## src/rtl/morse_pkg.sv

```systemverilog
// rtl/morse_pkg.sv - shared Morse letter codes, symbol values and decoder state type
//
// Purpose: letter codes (A=1 .. Z=26) shared with the encoder, the dot/dash
// symbol values stored in the pattern register, and the decoder FSM states.
// Ports: none (package).
package morse_pkg;

  localparam logic [4:0] L_A = 5'd1;
  localparam logic [4:0] L_B = 5'd2;
  localparam logic [4:0] L_C = 5'd3;
  localparam logic [4:0] L_D = 5'd4;
  localparam logic [4:0] L_E = 5'd5;
  localparam logic [4:0] L_F = 5'd6;
  localparam logic [4:0] L_G = 5'd7;
  localparam logic [4:0] L_H = 5'd8;
  localparam logic [4:0] L_I = 5'd9;
  localparam logic [4:0] L_J = 5'd10;
  localparam logic [4:0] L_K = 5'd11;
  localparam logic [4:0] L_L = 5'd12;
  localparam logic [4:0] L_M = 5'd13;
  localparam logic [4:0] L_N = 5'd14;
  localparam logic [4:0] L_O = 5'd15;
  localparam logic [4:0] L_P = 5'd16;
  localparam logic [4:0] L_Q = 5'd17;
  localparam logic [4:0] L_R = 5'd18;
  localparam logic [4:0] L_S = 5'd19;
  localparam logic [4:0] L_T = 5'd20;
  localparam logic [4:0] L_U = 5'd21;
  localparam logic [4:0] L_V = 5'd22;
  localparam logic [4:0] L_W = 5'd23;
  localparam logic [4:0] L_X = 5'd24;
  localparam logic [4:0] L_Y = 5'd25;
  localparam logic [4:0] L_Z = 5'd26;

  localparam logic SYM_DOT  = 1'b0;
  localparam logic SYM_DASH = 1'b1;

  typedef enum logic [1:0] {
    IDLE,
    MARK,
    SPACE,
    WGAP
  } state_t;

endpackage

```

## src/rtl/morse_symbol_lut.sv

```systemverilog
// rtl/morse_symbol_lut.sv - combinational (length, pattern) to letter code lookup
//
// Purpose: inverse of the encoder tables. The first symbol is the MSB of the
// used bits of pattern; unused upper bits are always zero.
// Ports:
//   len     [2:0] in  - number of symbols collected (1..4 are meaningful)
//   pattern [3:0] in  - symbols, dot=0 dash=1, last symbol in bit 0
//   code    [4:0] out - letter code, 0 when not in the table
//   hit           out - pattern is a legal letter
module morse_symbol_lut
  import morse_pkg::*;
(
  input  logic [2:0] len,
  input  logic [3:0] pattern,
  output logic [4:0] code,
  output logic       hit
);

  always_comb begin
    code = 5'd0;
    case ({len, pattern})
      7'b001_0000: code = L_E;
      7'b001_0001: code = L_T;
      7'b010_0000: code = L_I;
      7'b010_0001: code = L_A;
      7'b010_0010: code = L_N;
      7'b010_0011: code = L_M;
      7'b011_0000: code = L_S;
      7'b011_0001: code = L_U;
      7'b011_0010: code = L_R;
      7'b011_0011: code = L_W;
      7'b011_0100: code = L_D;
      7'b011_0101: code = L_K;
      7'b011_0110: code = L_G;
      7'b011_0111: code = L_O;
      7'b100_0000: code = L_H;
      7'b100_0001: code = L_V;
      7'b100_0010: code = L_F;
      7'b100_0100: code = L_L;
      7'b100_0110: code = L_P;
      7'b100_0111: code = L_J;
      7'b100_1000: code = L_B;
      7'b100_1001: code = L_X;
      7'b100_1010: code = L_C;
      7'b100_1011: code = L_Y;
      7'b100_1100: code = L_Z;
      7'b100_1101: code = L_Q;
      default:     code = 5'd0;
    endcase
  end

  // Every table entry is non-zero, so a zero code means "not found".
  assign hit = (code != 5'd0);

endmodule

```

## src/rtl/morse_decoder.sv

```systemverilog
// rtl/morse_decoder.sv - keyed on/off timing to Morse letter code decoder
//
// Purpose: times marks and spaces of a raw key, classifies marks as dot or
// dash, collects up to 4 symbols and emits a letter code on a letter gap.
// Ports:
//   clk, rst       in  - clock, asynchronous active-high reset
//   en             in  - enable; low returns synchronously to IDLE
//   key_in         in  - raw key (1 = mark), asynchronous to clk
//   letter   [4:0] out - last decoded code, 0 after an error; held between emits
//   letter_valid   out - one-cycle pulse, letter is a legal code
//   letter_err     out - one-cycle pulse, illegal or over-long pattern
//   word_gap       out - one-cycle pulse, word gap seen
//   busy           out - state is not IDLE
module morse_decoder
  import morse_pkg::*;
#(
  parameter int CNT_W      = 8,
  parameter int MIN_MARK   = 2,
  parameter int DOT_MAX    = 4,
  parameter int GAP_LETTER = 8,
  parameter int GAP_WORD   = 20
) (
  input  logic       clk,
  input  logic       rst,
  input  logic       en,
  input  logic       key_in,
  output logic [4:0] letter,
  output logic       letter_valid,
  output logic       letter_err,
  output logic       word_gap,
  output logic       busy
);

  localparam logic [CNT_W-1:0] CNT_ONE    = CNT_W'(1);
  localparam logic [CNT_W-1:0] CNT_MAX    = '1;
  localparam logic [CNT_W-1:0] MIN_MARK_C = CNT_W'(MIN_MARK);
  localparam logic [CNT_W-1:0] DOT_MAX_C  = CNT_W'(DOT_MAX);
  localparam logic [CNT_W-1:0] GAP_LET_C  = CNT_W'(GAP_LETTER);
  localparam logic [CNT_W-1:0] GAP_WORD_C = CNT_W'(GAP_WORD);

  logic             key_meta, key_s;
  state_t           state, state_nxt;
  logic [CNT_W-1:0] cnt, cnt_nxt, cnt_inc;
  logic [2:0]       len, len_nxt;
  logic [3:0]       pattern, pattern_nxt;
  logic             ovf, ovf_nxt;
  logic [4:0]       letter_nxt;
  logic             valid_nxt, err_nxt, wgap_nxt;
  logic [4:0]       lut_code;
  logic             lut_hit;
  logic             sym;

  morse_symbol_lut u_lut (
    .len     (len),
    .pattern (pattern),
    .code    (lut_code),
    .hit     (lut_hit)
  );

  always_ff @(posedge clk or posedge rst) begin
    if (rst) begin
      key_meta <= 1'b0;
      key_s    <= 1'b0;
    end else begin
      key_meta <= key_in;
      key_s    <= key_meta;
    end
  end

  // Saturating so an arbitrarily long mark still classifies as a dash.
  assign cnt_inc = (cnt == CNT_MAX) ? cnt : cnt + CNT_ONE;
  assign sym     = (cnt > DOT_MAX_C) ? SYM_DASH : SYM_DOT;

  always_comb begin
    state_nxt   = state;
    cnt_nxt     = cnt;
    len_nxt     = len;
    pattern_nxt = pattern;
    ovf_nxt     = ovf;
    letter_nxt  = letter;
    valid_nxt   = 1'b0;
    err_nxt     = 1'b0;
    wgap_nxt    = 1'b0;

    if (!en) begin
      state_nxt   = IDLE;
      cnt_nxt     = '0;
      len_nxt     = 3'd0;
      pattern_nxt = 4'd0;
      ovf_nxt     = 1'b0;
    end else begin
      case (state)
        IDLE: begin
          if (key_s) begin
            state_nxt = MARK;
            cnt_nxt   = CNT_ONE;
          end
        end
        MARK: begin
          if (key_s) begin
            cnt_nxt = cnt_inc;
          end else if (cnt < MIN_MARK_C) begin
            // Glitch: keep timing the gap only if a letter is in progress.
            if (len != 3'd0) begin
              state_nxt = SPACE;
              cnt_nxt   = CNT_ONE;
            end else begin
              state_nxt = IDLE;
              cnt_nxt   = '0;
            end
          end else begin
            if (len == 3'd4) begin
              ovf_nxt = 1'b1;
            end else begin
              pattern_nxt = {pattern[2:0], sym};
              len_nxt     = len + 3'd1;
            end
            state_nxt = SPACE;
            cnt_nxt   = CNT_ONE;
          end
        end
        SPACE: begin
          if (key_s) begin
            state_nxt = MARK;
            cnt_nxt   = CNT_ONE;
          end else begin
            if (cnt == GAP_LET_C) begin
              if (ovf || !lut_hit) begin
                err_nxt    = 1'b1;
                letter_nxt = 5'd0;
              end else begin
                valid_nxt  = 1'b1;
                letter_nxt = lut_code;
              end
              len_nxt     = 3'd0;
              pattern_nxt = 4'd0;
              ovf_nxt     = 1'b0;
              state_nxt   = WGAP;
            end
            cnt_nxt = cnt_inc;
          end
        end
        WGAP: begin
          if (key_s) begin
            state_nxt = MARK;
            cnt_nxt   = CNT_ONE;
          end else if (cnt == GAP_WORD_C) begin
            wgap_nxt  = 1'b1;
            state_nxt = IDLE;
            cnt_nxt   = '0;
          end else begin
            cnt_nxt = cnt_inc;
          end
        end
        default: begin
          state_nxt = IDLE;
          cnt_nxt   = '0;
        end
      endcase
    end
  end

  always_ff @(posedge clk or posedge rst) begin
    if (rst) begin
      state        <= IDLE;
      cnt          <= '0;
      len          <= 3'd0;
      pattern      <= 4'd0;
      ovf          <= 1'b0;
      letter       <= 5'd0;
      letter_valid <= 1'b0;
      letter_err   <= 1'b0;
      word_gap     <= 1'b0;
    end else begin
      state        <= state_nxt;
      cnt          <= cnt_nxt;
      len          <= len_nxt;
      pattern      <= pattern_nxt;
      ovf          <= ovf_nxt;
      letter       <= letter_nxt;
      letter_valid <= valid_nxt;
      letter_err   <= err_nxt;
      word_gap     <= wgap_nxt;
    end
  end

  assign busy = (state != IDLE);

endmodule
```

## config.mk

```make
export PLATFORM = sky130hd
export DESIGN_NAME = morse_decoder
export DESIGN_NICKNAME = d
export VERILOG_FILES = /design/src/rtl/morse_pkg.sv /design/src/rtl/morse_symbol_lut.sv /design/src/rtl/morse_decoder.sv
export SDC_FILE = /design/constraint.sdc
export NUM_CORES = 1
export LEC_CHECK = 0
export ABC_AREA = 1
export CAP_MARGIN = 20
export CORE_ASPECT_RATIO = 1.75
export CORE_UTILIZATION = 53
export CTS_CLUSTER_DIAMETER = 50
export DETAILED_ROUTE_END_ITERATION = 8
export HOLD_SLACK_MARGIN = 0.1
export PLACE_DENSITY = 0.75
export SLEW_MARGIN = 20
export SYNTH_ARGS = -nofsm -noshare
export SYNTH_HDL_FRONTEND = slang
export SYNTH_SLANG_ARGS = --single-unit
```

## constraint.sdc

```tcl
create_clock -name clk -period 1.5 [get_ports clk]
set_input_delay 0.225 -clock clk [delete_from_list [all_inputs] [get_ports clk]]
set_output_delay 0.225 -clock clk [all_outputs]
set_load 0.01 [all_outputs]
```

Word level (Yosys, flattened, before mapping)

Memories as Yosys holds them, arrays and structs flattened.
Index checks and enable logic that the tools add are counted.

Register bits: 28
Bits in read-only memories: 640
Output and inout port bits: 9
Memories kept: 1

Add/subtract/negate cells: 2
$lt $le $gt $ge: 2
Equal/unequal tests: 17
Mux-type cells: 57
Bitwise gates (word level): 1
Reduce and logical (&&, ||, !) cells: 10

Memories:

| memory          | depth | bits a word | read ports | clocked after memory_dff | write ports | line                   | RTL |
|---|---|---|---|---|---|---|---|
| (no name shown) | 128   | 5           | 1          | 0                        | 0           | morse_symbol_lut.sv:21 | `case ({len, pattern})` |

Operators by type and width:

| operator                                                                         | count |
|---|---|
| 8-bit 2-to-1 mux                                                                 | 8 |
| 8-bit one-hot mux with 4 select lines                                            | 1 |
| 4-bit 2-to-1 mux                                                                 | 6 |
| 1-bit 2-to-1 mux                                                                 | 22 |
| 3-bit != test (second input constant)                                            | 7 |
| 2-bit 2-to-1 mux                                                                 | 9 |
| 3-bit 2-to-1 mux                                                                 | 6 |
| 6-bit AND reduction                                                              | 2 |
| 8-bit by 1-bit adder with 8-bit output (second input constant)                   | 1 |
| 8-bit by 4-bit equality test with 1-bit output (second input constant)           | 1 |
| 8-bit by 5-bit equality test with 1-bit output (second input constant)           | 1 |
| 8-bit equality test (second input constant)                                      | 1 |
| 8-bit by 3-bit greater-than comparator with 1-bit output (second input constant) | 1 |
| 8-bit by 2-bit < comparator with 1-bit output (second input constant)            | 1 |
| 4-bit != test (second input constant)                                            | 2 |
| 2-bit one-hot mux with 4 select lines                                            | 1 |
| 4-bit one-hot mux with 2 select lines                                            | 1 |
| 4-bit AND reduction                                                              | 2 |
| 3-bit one-hot mux with 2 select lines                                            | 1 |
| 5-bit 2-to-1 mux                                                                 | 1 |
| 5-bit nonzero test                                                               | 1 |
| 2-bit equality test (second input constant)                                      | 2 |
| 3-bit by 1-bit adder with 3-bit output (second input constant)                   | 1 |
| 3-bit equality test (second input constant)                                      | 1 |
| other kinds (9)                                                                  | 9 |

Longest topological paths before layout

An unclocked memory read counts as a cell.

Word-level depth: 9
Gate-level depth with buffers: 12
Gate-level depth less buffers: 12

Modules after synthesis

Synthesis repeated with hierarchy kept, for this count alone.

Cells, all modules: 324
Area total of the unflattened synthesis: 2,142.1 µm²

Modules (own cells, without submodules):

| module           | instances | cells each | area each (µm²) | sequential area each (µm²) |
|---|---|---|---|---|
| morse_decoder    | 1         | 234        | 1,651.6         | 700.7 |
| morse_symbol_lut | 1         | 90         | 490.5           | 0.0 |

Worst setup path before layout

OpenSTA, ideal clock, no wires.

Path kind: reg-to-reg
Start point: register pattern[1]
End point: register letter[0]
Library setup time: 0.123 ns
Data arrival time: 1.503 ns
Required time: 1.377 ns
Path slack: -0.126 ns
Cell stages (with the launch flop): 11
Period minus slack after synthesis: 1.626 ns
Cells stage by stage: dfrtp_1 -> inv_1 -> ha_1 -> nor2_1 -> o21ai_1 -> nand3_1 -> nand2_1 -> nor2_1 -> nand2_1 -> nand2_2 -> a21oi_1

Cells in the longest elaborated chain, start to end: 5

Ends and longest elaborated chain:

| what                   | line                   | RTL |
|---|---|---|
| from (decl)            | morse_decoder.sv:45    | `logic [3:0] pattern, pattern_nxt;` |
| from (signal assigned) | morse_decoder.sv:178   | `pattern <= pattern_nxt;` |
| memory 128 x 5 bit (*) | --                     |  |
| 5-bit nonzero test     | morse_symbol_lut.sv:53 | `assign hit = (code != 5'd0);` |
| 1-bit logical NOT      | morse_decoder.sv:128   | `if (ovf \|\| !lut_hit) begin` |
| 1-bit logical OR       | morse_decoder.sv:128   |  |
| 5-bit 2-to-1 mux (*)   | morse_decoder.sv:128   |  |
| to (signal assigned)   | morse_decoder.sv:180   | `letter <= letter_nxt;` |
| to (decl)              | morse_decoder.sv:27    | `output logic [4:0] letter,` |

Mark *: on every way between the ends. The rest lies on a longest branch, timed or not.
A chain may end at the register's enable or synchronous reset.

Worst setup path after layout

Start point: register cnt[0]
End point: register cnt[2]

Cells in the longest elaborated chain, start to end: 6
Elaborated cells between the ends (all ways): 10
Those cells by class: 1 x add/sub; 2 x eq/ne; 7 x mux

Ends and longest elaborated chain:

| what                                                                          | line                 | RTL |
|---|---|---|
| from (decl)                                                                   | morse_decoder.sv:43  | `logic [CNT_W-1:0] cnt, cnt_nxt, cnt_inc;` |
| from (signal assigned)                                                        | morse_decoder.sv:176 | `cnt <= cnt_nxt;` |
| 8-bit by 1-bit adder with 8-bit output or 8-bit equality test (tied branches) | morse_decoder.sv:71  | `assign cnt_inc = (cnt == CNT_MAX) ? cnt : cnt + CNT_ONE;` |
| 8-bit 2-to-1 mux                                                              | morse_decoder.sv:71  |  |
| 8-bit 2-to-1 mux                                                              | morse_decoder.sv:147 | `end else if (cnt == GAP_WORD_C) begin` |
| 8-bit 2-to-1 mux                                                              | morse_decoder.sv:144 | `if (key_s) begin` |
| 8-bit one-hot mux with 4 select lines (*)                                     | morse_decoder.sv:92  | `case (state)` |
| 8-bit 2-to-1 mux (*)                                                          | morse_decoder.sv:85  | `if (!en) begin` |

Marked as above.

==> implementation parameters <==
Parameter                              Value

STA
  Number of setup violations in the final report    25
  Slew @ Worst Pin    0.335 ns
  Worst Clk Skew    0.0102 ns
  Post-layout worst setup margin    -0.312 ns
  Max Transition Viols Final    0
  Final number of hold-violating endpoints    0
  Upper clock frequency limit    552 MHz
  Max_slew headroom    77.5%
  Min Clock Period, post-route    1.81 ns
  Sum Neg Setup Slack    -5.35 ns
  Unrepaired setup endpoints after global routing    true
  Crit share post-route    121%

Global routing
  GRT Resource Usage Total    34.1%
  Maximum number of pins on one net before global-route repair    17
  First-pass GRT wire length    10.6 mm
  Via count of the first global-routing pass    2435
  Gr ovfl total    0
  Number of antenna violations at the first check in global routing    0

CTS
  Clock tree root buffer cell    clkbuf_8
  Worst-path clk slew    0.10 ns
  Buffer levels on the longest clock path    2
  Clock network latency to the later pin of the worst-skew pair    0.29 ns
  H-Tree Level Count    1
  CTS tree    done
  CTS Hold Buffers Added    0
  Number of clock sinks    28
  TritonCTS buffer count    3

Cells and area
  Count of inserted antenna diode cells    0
  Multi-input combinational cell area    1470 um^2
  Fraction of final layout cells sized beyond drive strength 1    50.7%
  Number of nets in the layout    397
  Final standard cell area without fillers    3220 um^2
  Total of fill cells in the finished design    175
  Layout overhead on the synthesized area    58.9%
  Seq. cell area    706 um^2

Logic synthesis
  Proportion of synthesized chip area in sequential cells    34.6%
  Post-synth net total    300
  Unique masters post-synth    32
  Ys flop type    dfrtp_1
  Count of flip-flops with a built-in enable after synthesis    0
  Share of flip-flops with an asynchronous set or reset    100%
  Cell area after synthesis    2030 um^2
  Count of mapped cells out of synthesis    285
  Synth warnings    0
  Register bit count reported by yosys    28
  Post-synthesis average cell area    7.11 um^2

Route
  Via count    2596
  Post-detailed-route count of antenna-violating nets    0
  Post-route DRC violation count    0
  Detailed Routing Iterations Pass 1    7
  Detailed-route wire length    8.22 mm
  Vias/cell    6.08
  Per-cell routed wire length    19.2 um
  Initial detailed-routing violation count    167

Hold path
  Worst min path class    in -> async

Critical path
  Worst Setup Start Kind    flip-flop
  Worst setup path class    reg -> reg
  Critical path endpoint category    flip-flop
  Critical Path AT    2.01 ns
  Endpoint required time on the critical path    1.70 ns
  Maximum fanout encountered on the critical timing path    4

Placement
  Port Buf Inserts    12
  Post-detailed-placement half-perimeter wirelength    4.43 mm
  Post-DP Area    2720 um^2
  Post-Place Setup Slack    -0.271 ns
  Last weighted congestion value of the routability-driven placer    0.937

Pwr
  Max IR drop VDD    1.49 mV
  Leakage power    0.00153 uW
  Seq pwr share    24.8%
  Switching portion of total power    43.2%
  Switching power summed over all nets    1630 uW
  Internal Dissipation    2130 uW
  Fraction of power consumed by combinational cells    58.9%
  Areal power density over the cells    1170 nW/um^2
  Portion of total power attributed to the clock network    16.3%

Floorplan
  Total Die Area    4090 um^2
  # IOs    13
  Die Width    48.8 um
  Row count    29
  Effective utilization at floorplan    55.9%
  Vertical die dimension    83.8 um
  Core area    3630 um^2

Status
  Violated checks    setup timing
  Outcome    complete, but fails checks

Job
  Max-cap viol count    0
==> final timing paths <==
check                      startpoint         end  depth (start not counted)  slack, ns
min                               rst  letter_err                          2       0.17
max reg2reg                    cnt[0]      cnt[2]                         11      -0.31
max                            cnt[0]      cnt[2]                         11      -0.31
min in group clk             key_meta       key_s                          0       0.37
max in group asynchronous         rst      cnt[3]                          3       0.83
min reg2reg                  key_meta       key_s                          0       0.37
==> registers in the layout (all words and copies together) (netlist names) <==
| signal | flops |
|---|---|
| cnt | 8 |
| letter_valid | 1 |
| word_gap | 1 |
| ovf | 1 |
| letter_err | 1 |
| key_meta | 1 |
| pattern | 4 |
| letter | 5 |
| key_s | 1 |
| state | 2 |
| len | 3 |
==> worst max-delay path: stages, from the launching register on <==
cell and delay, ns:
dfrtp_1 0.42, buf_6 0.14, ha_4 0.14, inv_4 0.03, nor2_4 0.16, nand2_4 0.09, nor2_4 0.13, nand2_4 0.10
nand2_2 0.08, xor2_1 0.15, nand3_1 0.14, o21ai_2 0.12
==> power by group through the flow <==
stage	clock (uW)	combinational (uW)	sequential, uW
6_report	614	2210	932
2_1_floorplan	0	856	928
3_3_place_gp	0	1480	934
3_5_place_dp	0	1510	939
5_1_grt	652	2320	939
4_1_cts	607	1790	918
==> area by class of cell <==
| cell class | instances | area share [%] |
|---|---|---|
| well taps | 46 | 1.79 |
| flip-flops and latches | 28 | 21.9 |
| clock buffers | 3 | 1.28 |
| repair buffers | 97 | 23.7 |
| multi-input cells | 214 | 45.6 |
| clock inverters | 1 | 0.932 |
| inverters | 38 | 4.74 |
==> Yosys cell counts, types with 2 or more instances <==
| cell type | count | area, um^2 |
|---|---|---|
| a21oi_1 | 20 | 100 |
| a21oi_2 | 2 | 17.5 |
| buf_2 | 2 | 10.0 |
| dfrtp_1 | 28 | 701 |
| ha_1 | 11 | 138 |
| inv_1 | 25 | 93.8 |
| inv_2 | 13 | 48.8 |
| nand2_1 | 63 | 236 |
| nand2_2 | 3 | 18.8 |
| nand3_1 | 34 | 170 |
| nand3_2 | 2 | 20.0 |
| nand4_1 | 2 | 12.5 |
| nor2_1 | 26 | 97.6 |
| nor2_2 | 7 | 43.8 |
| nor2_4 | 3 | 33.8 |
| nor3_1 | 4 | 20.0 |
| o211ai_1 | 2 | 15.0 |
| o21ai_0 | 21 | 105 |
| o21ai_1 | 2 | 10.0 |
| xor2_1 | 3 | 26.3 |
==> layer usage <==
layer / track usage [%] / part of all wire, % / vias to the layer above
li1: - / - / 1126
met1: 31.9 / 33 / 1200
met2: 67.4 / 52 / 189
met3: 2.91 / 6.4 / 81
met4: 21.1 / 8.7 / 0
met5: 0 / 0 / -
==> what timing repair did <==
action                     in CTS  in global routing
pin swaps                      26                 23
resized for setup              51                 39
buffers inserted               14                  8
setup endpoints to repair      26                 26
==> kinds of logic after synthesis <==
family                     count (synthesis)  synth area share, %
adders and majority gates                 11                 6.79
AOI/OAI and AO/OA                         53                 15.3
xor gates and xnor gates                   3                 1.30
buffers and inverters                     43                 8.70
and+or+nand+nor                          147                 33.3
DFF                                       28                 34.6
==> cells in the final DEF, fill, tap and decap left out, types with 7 or more instances in the layout <==
cell type and n:
buf_4 83, o21ai_2 8, nand2_2 11, o21ai_1 8, clkdlybuf4s50_1 11, inv_1 14, nor2_4 12, inv_2 20
nor2_1 16, nor2_2 8, a21oi_2 10, nand2_1 49, o21ai_0 8, a21oi_1 12, nand3_2 7, nand3_1 29
dfrtp_1 24
==> through the flow <==
stage	total power, uW	instances	utilization, %	hold slack [ns]
floorplan	1780	285	-	0.256
global placement	2410	402	75.0	0.335
detailed placement	2450	402	75.0	0.352
CTS	3320	420	83.7	0.185
global route	3910	427	88.8	0.205
finish	3760	427	88.8	0.171
Power figures use the tool's default switching activity.
